**src/rtl/user_wb_responder.sv**
```systemverilog
// Wishbone classic responder: scratch words, ID, cycle counter, latched IRQ.
// Latency: ack WAIT_STATES+1 cycles after the request is sampled. An aborted request gets no ack.
module user_wb_responder #(
    parameter logic [31:0] BASE_ADDR   = 32'h3000_0000,
    parameter logic [31:0] ADDR_MASK   = 32'hFFFF_0000,
    parameter int unsigned WAIT_STATES = 1,
    parameter logic [31:0] ID_VALUE    = 32'hCA5E_0001
) (
    input  logic        core_clk,
    input  logic        core_rstn,
    input  logic        wb_cyc_i,
    input  logic        wb_stb_i,
    input  logic        wb_we_i,
    input  logic [3:0]  wb_sel_i,
    input  logic [31:0] wb_adr_i,
    input  logic [31:0] wb_dat_i,
    output logic        wb_ack_o,
    output logic [31:0] wb_dat_o,
    input  logic        irq_event_i,
    output logic        irq_o
);
    typedef enum logic [1:0] {S_IDLE, S_WAIT, S_ACK} state_t;

    localparam logic [3:0] WAIT_INIT = 4'(WAIT_STATES - 1);

    state_t      state_q, state_d;
    logic [3:0]  wait_q, wait_d;
    logic [3:0]  idx_q;
    logic        hi_q, we_q;
    logic [3:0]  sel_q;
    logic [31:0] dat_q;

    logic [31:0] scratch [8];
    logic [31:0] cycle_cnt;
    logic        irq_status, irq_enable;

    logic        req, hit, go_ack, latch;
    logic [3:0]  t_idx, t_sel;
    logic        t_hi, t_we;
    logic [31:0] t_dat, rd_dat;
    logic        wr_en, w1c;

    assign req = wb_cyc_i & wb_stb_i;
    assign hit = (wb_adr_i & ADDR_MASK) == BASE_ADDR;

    always_comb begin
        state_d = state_q;
        wait_d  = wait_q;
        go_ack  = 1'b0;
        latch   = 1'b0;
        case (state_q)
            S_IDLE: begin
                if (req && hit) begin
                    latch = 1'b1;
                    if (WAIT_STATES == 0) begin
                        state_d = S_ACK;
                        go_ack  = 1'b1;
                    end else begin
                        state_d = S_WAIT;
                        wait_d  = WAIT_INIT;
                    end
                end
            end
            S_WAIT: begin
                if (!req) begin
                    state_d = S_IDLE;
                end else if (wait_q == 4'd0) begin
                    state_d = S_ACK;
                    go_ack  = 1'b1;
                end else begin
                    wait_d = wait_q - 4'd1;
                end
            end
            S_ACK:   state_d = S_IDLE;
            default: state_d = S_IDLE;
        endcase
    end

    // With zero wait states the commit happens on the sampling edge, so use live bus values.
    always_comb begin
        if (state_q == S_IDLE) begin
            t_idx = wb_adr_i[5:2];
            t_hi  = |(wb_adr_i & ~ADDR_MASK & 32'hFFFF_FFC0);
            t_we  = wb_we_i;
            t_sel = wb_sel_i;
            t_dat = wb_dat_i;
        end else begin
            t_idx = idx_q;
            t_hi  = hi_q;
            t_we  = we_q;
            t_sel = sel_q;
            t_dat = dat_q;
        end
    end

    assign wr_en = go_ack & t_we & ~t_hi;
    assign w1c   = wr_en & (t_idx == 4'd10) & t_sel[0] & t_dat[0];

    always_comb begin
        rd_dat = '0;
        if (!t_hi) begin
            if (!t_idx[3]) begin
                rd_dat = scratch[t_idx[2:0]];
            end else begin
                case (t_idx[2:0])
                    3'd0:    rd_dat = ID_VALUE;
                    3'd1:    rd_dat = cycle_cnt;
                    3'd2:    rd_dat = {31'b0, irq_status};
                    3'd3:    rd_dat = {31'b0, irq_enable};
                    default: rd_dat = '0;
                endcase
            end
        end
    end

    always_ff @(posedge core_clk or negedge core_rstn) begin
        if (!core_rstn) begin
            state_q  <= S_IDLE;
            wait_q   <= '0;
            idx_q    <= '0;
            hi_q     <= 1'b0;
            we_q     <= 1'b0;
            sel_q    <= '0;
            dat_q    <= '0;
            wb_ack_o <= 1'b0;
            wb_dat_o <= '0;
        end else begin
            state_q  <= state_d;
            wait_q   <= wait_d;
            wb_ack_o <= go_ack;
            wb_dat_o <= go_ack ? rd_dat : 32'd0;
            if (latch) begin
                idx_q <= wb_adr_i[5:2];
                hi_q  <= |(wb_adr_i & ~ADDR_MASK & 32'hFFFF_FFC0);
                we_q  <= wb_we_i;
                sel_q <= wb_sel_i;
                dat_q <= wb_dat_i;
            end
        end
    end

    always_ff @(posedge core_clk or negedge core_rstn) begin
        if (!core_rstn) begin
            for (int i = 0; i < 8; i++) scratch[i] <= '0;
            cycle_cnt  <= '0;
            irq_status <= 1'b0;
            irq_enable <= 1'b0;
        end else begin
            cycle_cnt  <= cycle_cnt + 32'd1;
            // A new event wins over a simultaneous clear.
            irq_status <= irq_event_i | (irq_status & ~w1c);
            if (wr_en && !t_idx[3]) begin
                for (int b = 0; b < 4; b++)
                    if (t_sel[b]) scratch[t_idx[2:0]][8*b +: 8] <= t_dat[8*b +: 8];
            end
            if (wr_en && t_idx == 4'd11 && t_sel[0])
                irq_enable <= t_dat[0];
        end
    end

    assign irq_o = irq_status & irq_enable;

endmodule

```
**config.mk**
```make
export PLATFORM = sky130hd
export DESIGN_NAME = user_wb_responder
export DESIGN_NICKNAME = d
export VERILOG_FILES = /design/src/rtl/user_wb_responder.sv
export SDC_FILE = /design/constraint.sdc
export NUM_CORES = 1
export LEC_CHECK = 0
export CAP_MARGIN = 20
export CELL_PAD_IN_SITES_DETAIL_PLACEMENT = 0
export CELL_PAD_IN_SITES_GLOBAL_PLACEMENT = 1
export CORE_MARGIN = 4
export CORE_UTILIZATION = 30
export DETAILED_ROUTE_END_ITERATION = 16
export MAX_ROUTING_LAYER = met4
export PLACE_DENSITY_LB_ADDON = 0.1
export SLEW_MARGIN = 10
export SYNTH_ARGS = -nofsm -noshare
export SYNTH_HDL_FRONTEND = slang
export SYNTH_SLANG_ARGS = --single-unit
```
**constraint.sdc**
```tcl
create_clock -name core_clk -period 4.2 [get_ports core_clk]
set_clock_uncertainty 0.1 [all_clocks]
set_input_delay 0.84 -clock core_clk [delete_from_list [all_inputs] [get_ports core_clk]]
set_output_delay 0.84 -clock core_clk [all_outputs]
set_load 0.05 [all_outputs]
```
==> impl_metrics.json, run 1 <==
{
  "yosysTopAreaCell": "dfrtp_1",
  "finalWirelength_mm": 51.0,
  "fmax_ghz": 0.298,
  "critPathKind": "reg2reg",
  "grt_pass1_wl_mm": 78.7,
  "grt-ovfl-total": 0,
  "antenna_found_initial": 0,
  "layout_common_cells": "371 x dfrtp_1, 294 x mux2_2, 218 x nand2_1, 104 x clkdlybuf4s50_1, 77 x buf_4",
  "ys.flop_type": "dfrtp_1",
  "dieHeight_um": 244,
  "cts_resized": 0,
  "rsz0062_at_grt": "no",
  "grt_max_degree": 119,
  "tns_ps": 0,
  "synth_xor_area_frac": 0.0163,
  "tightest_slew_ps": 1070,
  "synth_top_family_by_area": "multiplexers",
  "seqCellArea_sq_um": 9280,
  "ant_nets": 0,
  "crit_chain": "inv_1 > ha_1 > or3b_1 > or3_1 > buf_4 > a2111oi_4 > buf_4 > nor3b_2 > buf_4 > mux2_2",
  "first_global_vias": 12100,
  "clock_sinks": 371,
  "critPathSlowestCell": "or3b_1",
  "slew_viol_final": 0,
  "crit_buf_inv": 4,
  "synth_seq_cells": 371,
  "fin_nets": 1633,
  "wl_per_cell_um": 21.8,
  "max-clock-path-buffers": 3,
  "synth.area.mux_share": 0.206,
  "layout_setup_ws_ps": 844,
  "rows": 86,
  "r2r_start": "wait_q[0]",
  "insertion_delay_ps": 570,
  "viasPerCell": 4.99,
  "synthCells": 1394,
  "dieArea_sq_um": 59400,
  "dpl.hpwl_mm": 34.5,
  "cts_tree": "built",
  "drive_gt1_frac": 0.301,
  "setup_violations": 0,
  "p_per_area_nw_per_um2": 385,
  "synth_area_per_cell_sq_um": 12.0,
  "arrival_ps": 3700,
  "area_growth_pct": 24.2,
  "crit_path_start": "wait_q[0]",
  "slew_headroom": 0.285,
  "maxCapViolations": 0,
  "crit_path_end_kind": "flip-flop",
  "cts_root_buf": "clkbuf_16",
  "gp_congestion": 0.763,
  "worstPathMaxFanout": 10,
  "multi_input_area_sq_um": 7180,
  "outcome": "finished clean",
  "synthSimpleGateAreaFrac": 0.105,
  "hold_viol": 0,
  "p_leak_nw": 9.52,
  "die_w_um": 244,
  "antenna_cells": 0,
  "path_delay_family": "simple AND/OR/NAND/NOR gates",
  "period_needed_ps": 3360,
  "syn_area_sq_um": 16700,
  "ios": 108,
  "synth_compound_area_frac": 0.0967,
  "ys_top_cells_by_area": "dfrtp_1 56%, mux2_2 20%, nand2_1 4.9%",
  "synth.yosys.seq_area_share": 0.557,
  "min_period_over_period": 0.799,
  "pre_cts_ws_ps": 402,
  "final_common_cell": "dfrtp_1",
  "synth_edf_count": 0,
  "crit_top_cell": "buf_4",
  "core_area_sq_um": 55100,
  "syn_nets": 1470,
  "crit_path_start_kind": "flip-flop",
  "fillCellCount": 5428,
  "async_flop_share": 1.00,
  "finalPower_mw": 7.97,
  "cp_data_required_time_ps": 4550,
  "grt_usage": 0.177,
  "dr.pass1.iters": 5,
  "min_path_type": "in2async",
  "drc": 0,
  "clkTransAtPathRegs_ps": 60,
  "ir_drop_v": 0.000254,
  "initial_core_util": 0.303,
  "cts_setup_buffers": 0,
  "cp_slowest_stage_delay_ps": 480,
  "ys_warn_count": 0,
  "drt_iter0_markers": 839,
  "port_buffers": 105,
  "synth_adder_area_share": 0.00150,
  "cts_made_buffers": 45,
  "yosys.area.top_type_share": 0.557,
  "synth_cell_type_count": 52,
  "num_vias": 11700,
  "cts_hold_buf": 0,
  "htree_levels": 2
}
## worst paths after layout
path	to	slack, ps	cells past startpoint
setup / recovery	scratch[10]	840	10
hold / removal	wb_dat_o[27]	220	1
setup reg to reg	scratch[10]	840	10
hold reg to reg	cycle_cnt[31]	370	1
max in group asynchronous	scratch[203]	2680	2
min in group core_clk	cycle_cnt[31]	370	1
## flip-flops by register name, indices dropped and copies added (netlist names)
signal / count
wait_q: 4
dat_q: 32
irq_status: 1
state_q: 2
hi_q: 1
wb_dat_o: 32
irq_enable: 1
scratch: 256
we_q: 1
sel_q: 4
wb_ack_o: 1
idx_q: 4
cycle_cnt: 32
## kinds of logic after synthesis
kind of cell | count (synthesis)
XOR/XNOR | 31
AND/OR/NAND/NOR | 375
adder cells (fa/ha/maj) | 2
multiplexers | 305
AO/OA/AOI/OAI | 230
buffers and inverters | 80
flip-flops | 371
## cell usage after synthesis (8+ instances only)
library cell,n
a21oi_1,19
a31oi_1,28
a32o_1,22
buf_1,9
clkbuf_1,64
dfrtp_1,371
mux2_2,294
nand2_1,219
nand3_1,74
nand4_1,9
nor2_1,24
nor4_1,8
o21ai_0,68
o221ai_1,23
o22a_1,18
o22ai_1,30
xnor2_1,24
## per-stage QoR
| stage | util | instance area [sq um] | instances | hold slack [ps] |
|---|---|---|---|---|
| 6_report | 0.376 | 20700 | 2341 | 218 |
| 2_1_floorplan | - | 16700 | 1394 | 337 |
| 3_3_place_gp | 0.348 | 19200 | 2258 | 357 |
| 4_1_cts | 0.376 | 20700 | 2341 | 320 |
| 3_5_place_dp | 0.348 | 19200 | 2258 | 364 |
| 5_1_grt | 0.376 | 20700 | 2341 | 270 |
## power by group
part / switching, mW / internal [mW] / total [mW] / leakage, nW
Combinational: 0.291 / 0.144 / 0.435 / 3.62
Sequential: 0.0000539 / 3.58 / 3.58 / 5.16
Clock: 1.58 / 2.38 / 3.96 / 0.743
Total: 1.87 / 6.10 / 7.97 / 9.52
## final cells by class
cell class,instances,area share
sequential,371,0.449
multi-input combinational,943,0.347
timing repair buffer,189,0.0857
clock buffer,63,0.0620
tap,748,0.0452
clock inverter,20,0.0103
inverter,7,0.00127
## metal layers
layer / part of all wire / GRT usage / routed length, um / vias up
li1: - / - / - / 5422
met3: 0.032 / 0.0244 / 1630 / 70
met5: 0 / - / 0 / -
met1: 0.46 / 0.238 / 23700 / 5996
met4: 0.020 / 0.0405 / 1010 / 0
met2: 0.48 / 0.286 / 24700 / 184
Power figures use the tool's default switching activity.
==> run 2, diff against run 1 <==
==> constraint.sdc (replaced) <==
create_clock -name core_clk -period 2.8 [get_ports core_clk]
set_clock_uncertainty 0.1 [all_clocks]
set_input_delay 0.56 -clock core_clk [delete_from_list [all_inputs] [get_ports core_clk]]
set_output_delay 0.56 -clock core_clk [all_outputs]
set_load 0.05 [all_outputs]
==> run 2 against run 1 <==
  * Combinational power is 74% higher
  * Clock power up 37%
  * Sequential power grew 50%
  * First-iteration DRC count fell by 27%
  * Maximum frequency grew 21%
  * Final cell count increased by 4.0%
  * Sequential share of layout area fell by 2.7 points
  * Design area is 6.4% higher
  * Wire length down 0.27%
  * Non-clock buffer count increased by 103
  * Utilization grew 2.4 points
  * Total power up 45%
  * Critical path type unchanged
  * Critical endpoint is now scratch[25]
  * Highest routed layer unchanged
==> impl_metrics.json, run 2 (same netlist as run 1, synthesis figures left out) <==
{
  "cp_slowest_stage_delay_ps": 410,
  "whs_ps": 368,
  "first_global_vias": 12700,
  "rows": 86,
  "dr.pass1.iters": 7,
  "drt_iter0_markers": 615,
  "cts_root_buf": "clkbuf_16",
  "clkTransAtPathRegs_ps": 60,
  "multi_input_area_sq_um": 7450,
  "rsz0062_at_grt": "yes",
  "insertion_delay_ps": 560,
  "viasPerCell": 5.01,
  "utilization": 0.400,
  "tightest_slew_ps": 690,
  "min_path_type": "reg2reg",
  "dp.cells": 2345,
  "fillCellCount": 5370,
  "crit_path_start_kind": "flip-flop",
  "max-clock-path-buffers": 3,
  "p_leak_nw": 10.2,
  "critPathKind": "reg2reg",
  "grt_pass1_wl_mm": 79.4,
  "critPathSlowestCell": "or3_4",
  "dieArea_sq_um": 59400,
  "fmax_ghz": 0.359,
  "fin_area_sq_um": 22000,
  "outcome": "finished clean",
  "slew_viol_final": 0,
  "initial_core_util": 0.303,
  "gp_congestion": 0.770,
  "min_period_over_period": 0.994,
  "crit_chain": "inv_2 > ha_4 > or3b_4 > or3_4 > a2111oi_4 > clkbuf_16 > nor3b_4 > buf_6 > mux2_4",
  "worstPathMaxFanout": 6,
  "area_growth_pct": 32.1,
  "regMostFlops": "scratch",
  "layout.cells.non_filler": 2435,
  "die_w_um": 244,
  "drive_gt1_frac": 0.346,
  "core_area_sq_um": 55100,
  "dieHeight_um": 244,
  "maxCapViolations": 0,
  "grt_usage": 0.178,
  "cts_tree": "built",
  "slew_headroom": 0.527,
  "grtUsageMet1": 0.233,
  "cp_data_required_time_ps": 3140,
  "cts_made_buffers": 45,
  "final_common_cell": "dfrtp_1",
  "drc": 0,
  "p_per_area_nw_per_um2": 523,
  "post_dp_cell_area_sq_um": 20300,
  "setup_violations": 0,
  "ios": 108,
  "grt-ovfl-total": 0,
  "crit_path_end_kind": "flip-flop",
  "htree_levels": 2,
  "grtUsageMet3": 0.0259,
  "finalWirelength_mm": 50.9,
  "fin_nets": 1736,
  "hold_viol": 0,
  "seqCellArea_sq_um": 9280,
  "num_vias": 12200,
  "grt_busiest_layer": "met2",
  "layout_common_cells": "371 x dfrtp_1, 253 x mux2_2, 214 x nand2_1, 132 x buf_4, 104 x clkdlybuf4s50_1",
  "use_met2": 0.289,
  "clock_sinks": 371,
  "rrSetupSlack_ps": 20,
  "largest_reg_flops": 256,
  "ir_drop_v": 0.000465,
  "port_buffers": 105,
  "arrival_ps": 3130,
  "period_needed_ps": 2780,
  "wl_per_cell_um": 20.9,
  "dpl.hpwl_mm": 35.3,
  "ant_nets": 0,
  "grt_max_degree": 63,
  "antenna_found_initial": 1
}
run 2: critical path, delay by kind of cell, from the launching register on:
family                     cells  cell delay (ps)
muxes                          1              300
adders and majority gates      1              130
buffers and inverters          3              480
DFF                            1              390
and+or+nand+nor                3             1020
AOI/OAI and AO/OA              1              250
run 2: repair_timing:
action | 4_1_cts | 5_1_grt
resized for setup | 25 | 49
pin swaps | 3 | 2
setup buffers | 9 | 6
hold endpoints to repair | 43 | 0
endpoints found under the setup margin | 138 | 134
hold buffers | 1 | 0
run 2: layout make-up:
cell class | instances | share of cell area
tap | 748 | 0.0425
multi-input combinational | 943 | 0.338
clock inverter | 4 | 0.00125
antenna | 1 | 0.000114
clock buffer | 69 | 0.0590
sequential | 371 | 0.422
timing repair buffer | 292 | 0.136
inverter | 7 | 0.00119
run 2: worst paths after layout:
check                               from             to  cells after the start
max                            wait_q[0]    scratch[25]                      9
min                        cycle_cnt[31]  cycle_cnt[31]                      1
max reg2reg                    wait_q[0]    scratch[25]                      9
min reg2reg                cycle_cnt[31]  cycle_cnt[31]                      1
max in group asynchronous      core_rstn  cycle_cnt[21]                      3
min in group asynchronous      core_rstn   wb_dat_o[31]                      2
run 2: where the power goes:
group          leakage (nW)  internal, mW  switching [mW]
logic                  4.35         0.297           0.458
clock network         0.646          3.16            2.24
registers              5.16          5.36       0.0000829
total                  10.2          8.83            2.70
run 2: metal layers:
layer / share of wire / wire length, um
met5: 0 / 0
met4: 0.024 / 1220
met3: 0.035 / 1800
met2: 0.49 / 24700
met1: 0.45 / 23100
run 2: metrics by stage:
step | setup TNS (ps) | power, mW | worst slack [ps]
finish | 0 | 11.5 | 16.3
global route | -3980 | 12.0 | -106
CTS | -247 | 11.7 | -22.4
detailed placement | -55650 | 6.22 | -377
global placement | -53000 | 6.22 | -392
floorplan | -4010 | 5.69 | -114
==> run 3, diff against run 2 <==
--- a/config.mk
+++ b/config.mk
@@ -9,7 +9,7 @@
 export CELL_PAD_IN_SITES_DETAIL_PLACEMENT = 0
 export CELL_PAD_IN_SITES_GLOBAL_PLACEMENT = 1
 export CORE_MARGIN = 4
-export CORE_UTILIZATION = 30
+export CORE_UTILIZATION = 44
 export DETAILED_ROUTE_END_ITERATION = 16
 export MAX_ROUTING_LAYER = met4
 export PLACE_DENSITY_LB_ADDON = 0.1
==> run 3 against run 2 <==
  * Maximum frequency rose by 2.2%
  * Total power is 0.25% higher
  * Setup slack better by 60 ps
  * Critical path type unchanged
==> impl_metrics.json, run 3 (same netlist as run 1, synthesis figures left out) <==
{
  "outcome": "finished clean",
  "dieArea_sq_um": 41100,
  "max-clock-path-buffers": 3,
  "dr.pass1.iters": 6,
  "initial_core_util": 0.445,
  "insertion_delay_ps": 560,
  "critPathKind": "reg2reg",
  "wl_per_cell_um": 21.2,
  "seq_power_share": 0.464,
  "setup_violations": 0,
  "netSwitchingPower_mw": 2.64,
  "regMostFlops": "scratch",
  "crit_path_start": "wait_q[0]",
  "clkTransAtPathRegs_ps": 60,
  "drt_iter0_markers": 730,
  "arrival_ps": 3050,
  "drc": 0,
  "layout_setup_ws_ps": 76.7,
  "finalPower_mw": 11.6,
  "dieHeight_um": 203,
  "r2r_cells": 9,
  "min_path_type": "reg2reg",
  "grt-ovfl-total": 0,
  "p_clk_frac": 0.475,
  "tightest_slew_ps": 610,
  "num_vias": 12000,
  "p_int_mw": 8.91,
  "holdPathStages": 1,
  "gp_congestion": 0.802,
  "crit_path_start_kind": "flip-flop",
  "area_growth_pct": 27.5,
  "drive_gt1_frac": 0.331,
  "netSwitchingFraction": 0.229,
  "finalWirelength_mm": 45.7,
  "r2r_start": "wait_q[0]",
  "crit_path_end_kind": "flip-flop",
  "grt_usage": 0.230,
  "crit_chain": "inv_2 > ha_4 > or3b_4 > or3_4 > a2111oi_4 > buf_4 > nor3b_4 > buf_6 > mux2_2",
  "core_area_sq_um": 37500,
  "antenna_found_initial": 0,
  "critPathCapture": "scratch[143]",
  "antenna_cells": 0,
  "utilization": 0.567,
  "p_leak_nw": 9.91,
  "largest_reg_flops": 256,
  "fin_nets": 1689,
  "ir_drop_v": 0.000460,
  "maxCapViolations": 0,
  "r2r_end": "scratch[143]",
  "cts_root_buf": "clkbuf_16",
  "critPathSlowestCell": "dfrtp_1",
  "viasPerCell": 5.56,
  "slew_viol_final": 0,
  "whs_ps": 378,
  "slew_headroom": 0.593,
  "grt_pass1_wl_mm": 72.3,
  "cts_tree": "built",
  "combPwrFrac": 0.061,
  "worstPathMaxFanout": 8,
  "rsz0062_at_grt": "yes",
  "layout_common_cells": "371 x dfrtp_1, 266 x mux2_2, 218 x nand2_1, 104 x clkdlybuf4s50_1, 99 x buf_4",
  "tns_ps": 0,
  "path_delay_family": "simple AND/OR/NAND/NOR gates",
  "grt_max_degree": 71,
  "hold_viol": 0,
  "crit_cells": 9,
  "p_per_area_nw_per_um2": 544,
  "cp_slowest_stage_delay_ps": 390,
  "rows": 71,
  "min_period_over_period": 0.973,
  "final_common_cell": "dfrtp_1",
  "htree_levels": 2,
  "rrSetupSlack_ps": 80,
  "cp_data_required_time_ps": 3130,
  "first_global_vias": 12500,
  "period_needed_ps": 2720,
  "ios": 108,
  "clock_sinks": 371,
  "cts_made_buffers": 42,
  "die_w_um": 203,
  "ant_nets": 0,
  "dpl.hpwl_mm": 31.3,
  "pre_cts_ws_ps": -277,
  "crit_buf_inv": 3,
  "port_buffers": 105,
  "fmax_ghz": 0.367
}
-- run 3: changes by cell type in the layout (fill, tap and decap cells not counted), moves of 3 or more --
cell	delta
buf_4	-33
mux2_4	-14
clkbuf_1	-13
mux2_2	+13
clkbuf_8	+7
clkinv_2	+7
buf_12	-6
clkbuf_16	-5
buf_6	-4
nand2_1	+4
nand2_2	-4
a221oi_1	+3
a221oi_2	-3
-- run 3: worst min path at each step --
stage	slack (ps)	from	end
after floorplan	160	core_rstn	cycle_cnt[0]
final	380	cycle_cnt[31]	cycle_cnt[31]
after global routing	410	scratch[66]	scratch[66]
after global placement	370	scratch[157]	scratch[157]
after detailed placement	360	cycle_cnt[31]	cycle_cnt[31]
after CTS	380	cycle_cnt[31]	cycle_cnt[31]
-- run 3: power groups by stage --
stage,combinational [mW],clock (mW),sequential [mW]
CTS,0.711,5.64,5.36
global placement,0.703,0,5.46
detailed placement,0.706,0,5.46
finish,0.702,5.49,5.36
global route,0.768,5.85,5.36
floorplan,0.233,0,5.46
-- run 3: final cells by class --
type	instances	area, sq um
timing repair buffer	248	2560
clock inverter	14	130
clock buffer	59	1250
tap	511	639
multi-input combinational	943	7350
inverter	7	26.3
fill	3207	16200
sequential	371	9280
-- run 3: metrics by stage --
stage / cells / area [sq um]
finish: 2153 / 21200
global route: 2153 / 21200
CTS: 2153 / 21100
detailed placement: 2077 / 19700
global placement: 2077 / 19700
floorplan: 1394 / 16700
-- run 3: worst reg2reg max path: cells and delay by family (launching register included) --
family          cells  cell delay (ps)
simple gates        3              960
buf+inv             3              460
flops               1              390
mux                 1              350
compound gates      1              200
fa+ha+maj           1              130
-- run 3: what timing repair did --
action	4_1_cts	5_1_grt
hold endpoints to repair	44	0
setup buffers	2	0
endpoints found under the setup margin	44	127
resized for setup	5	41
pin swaps	2	1
hold buffers	1	0
-- run 3: per-layer routing --
metal  GRT usage  vias up  wire (um)
li1            -     5539          -
met3      0.0254       57       1470
met5           -        -          0
met1       0.317     6145      21200
met2       0.368      227      22000
met4      0.0630        0       1010
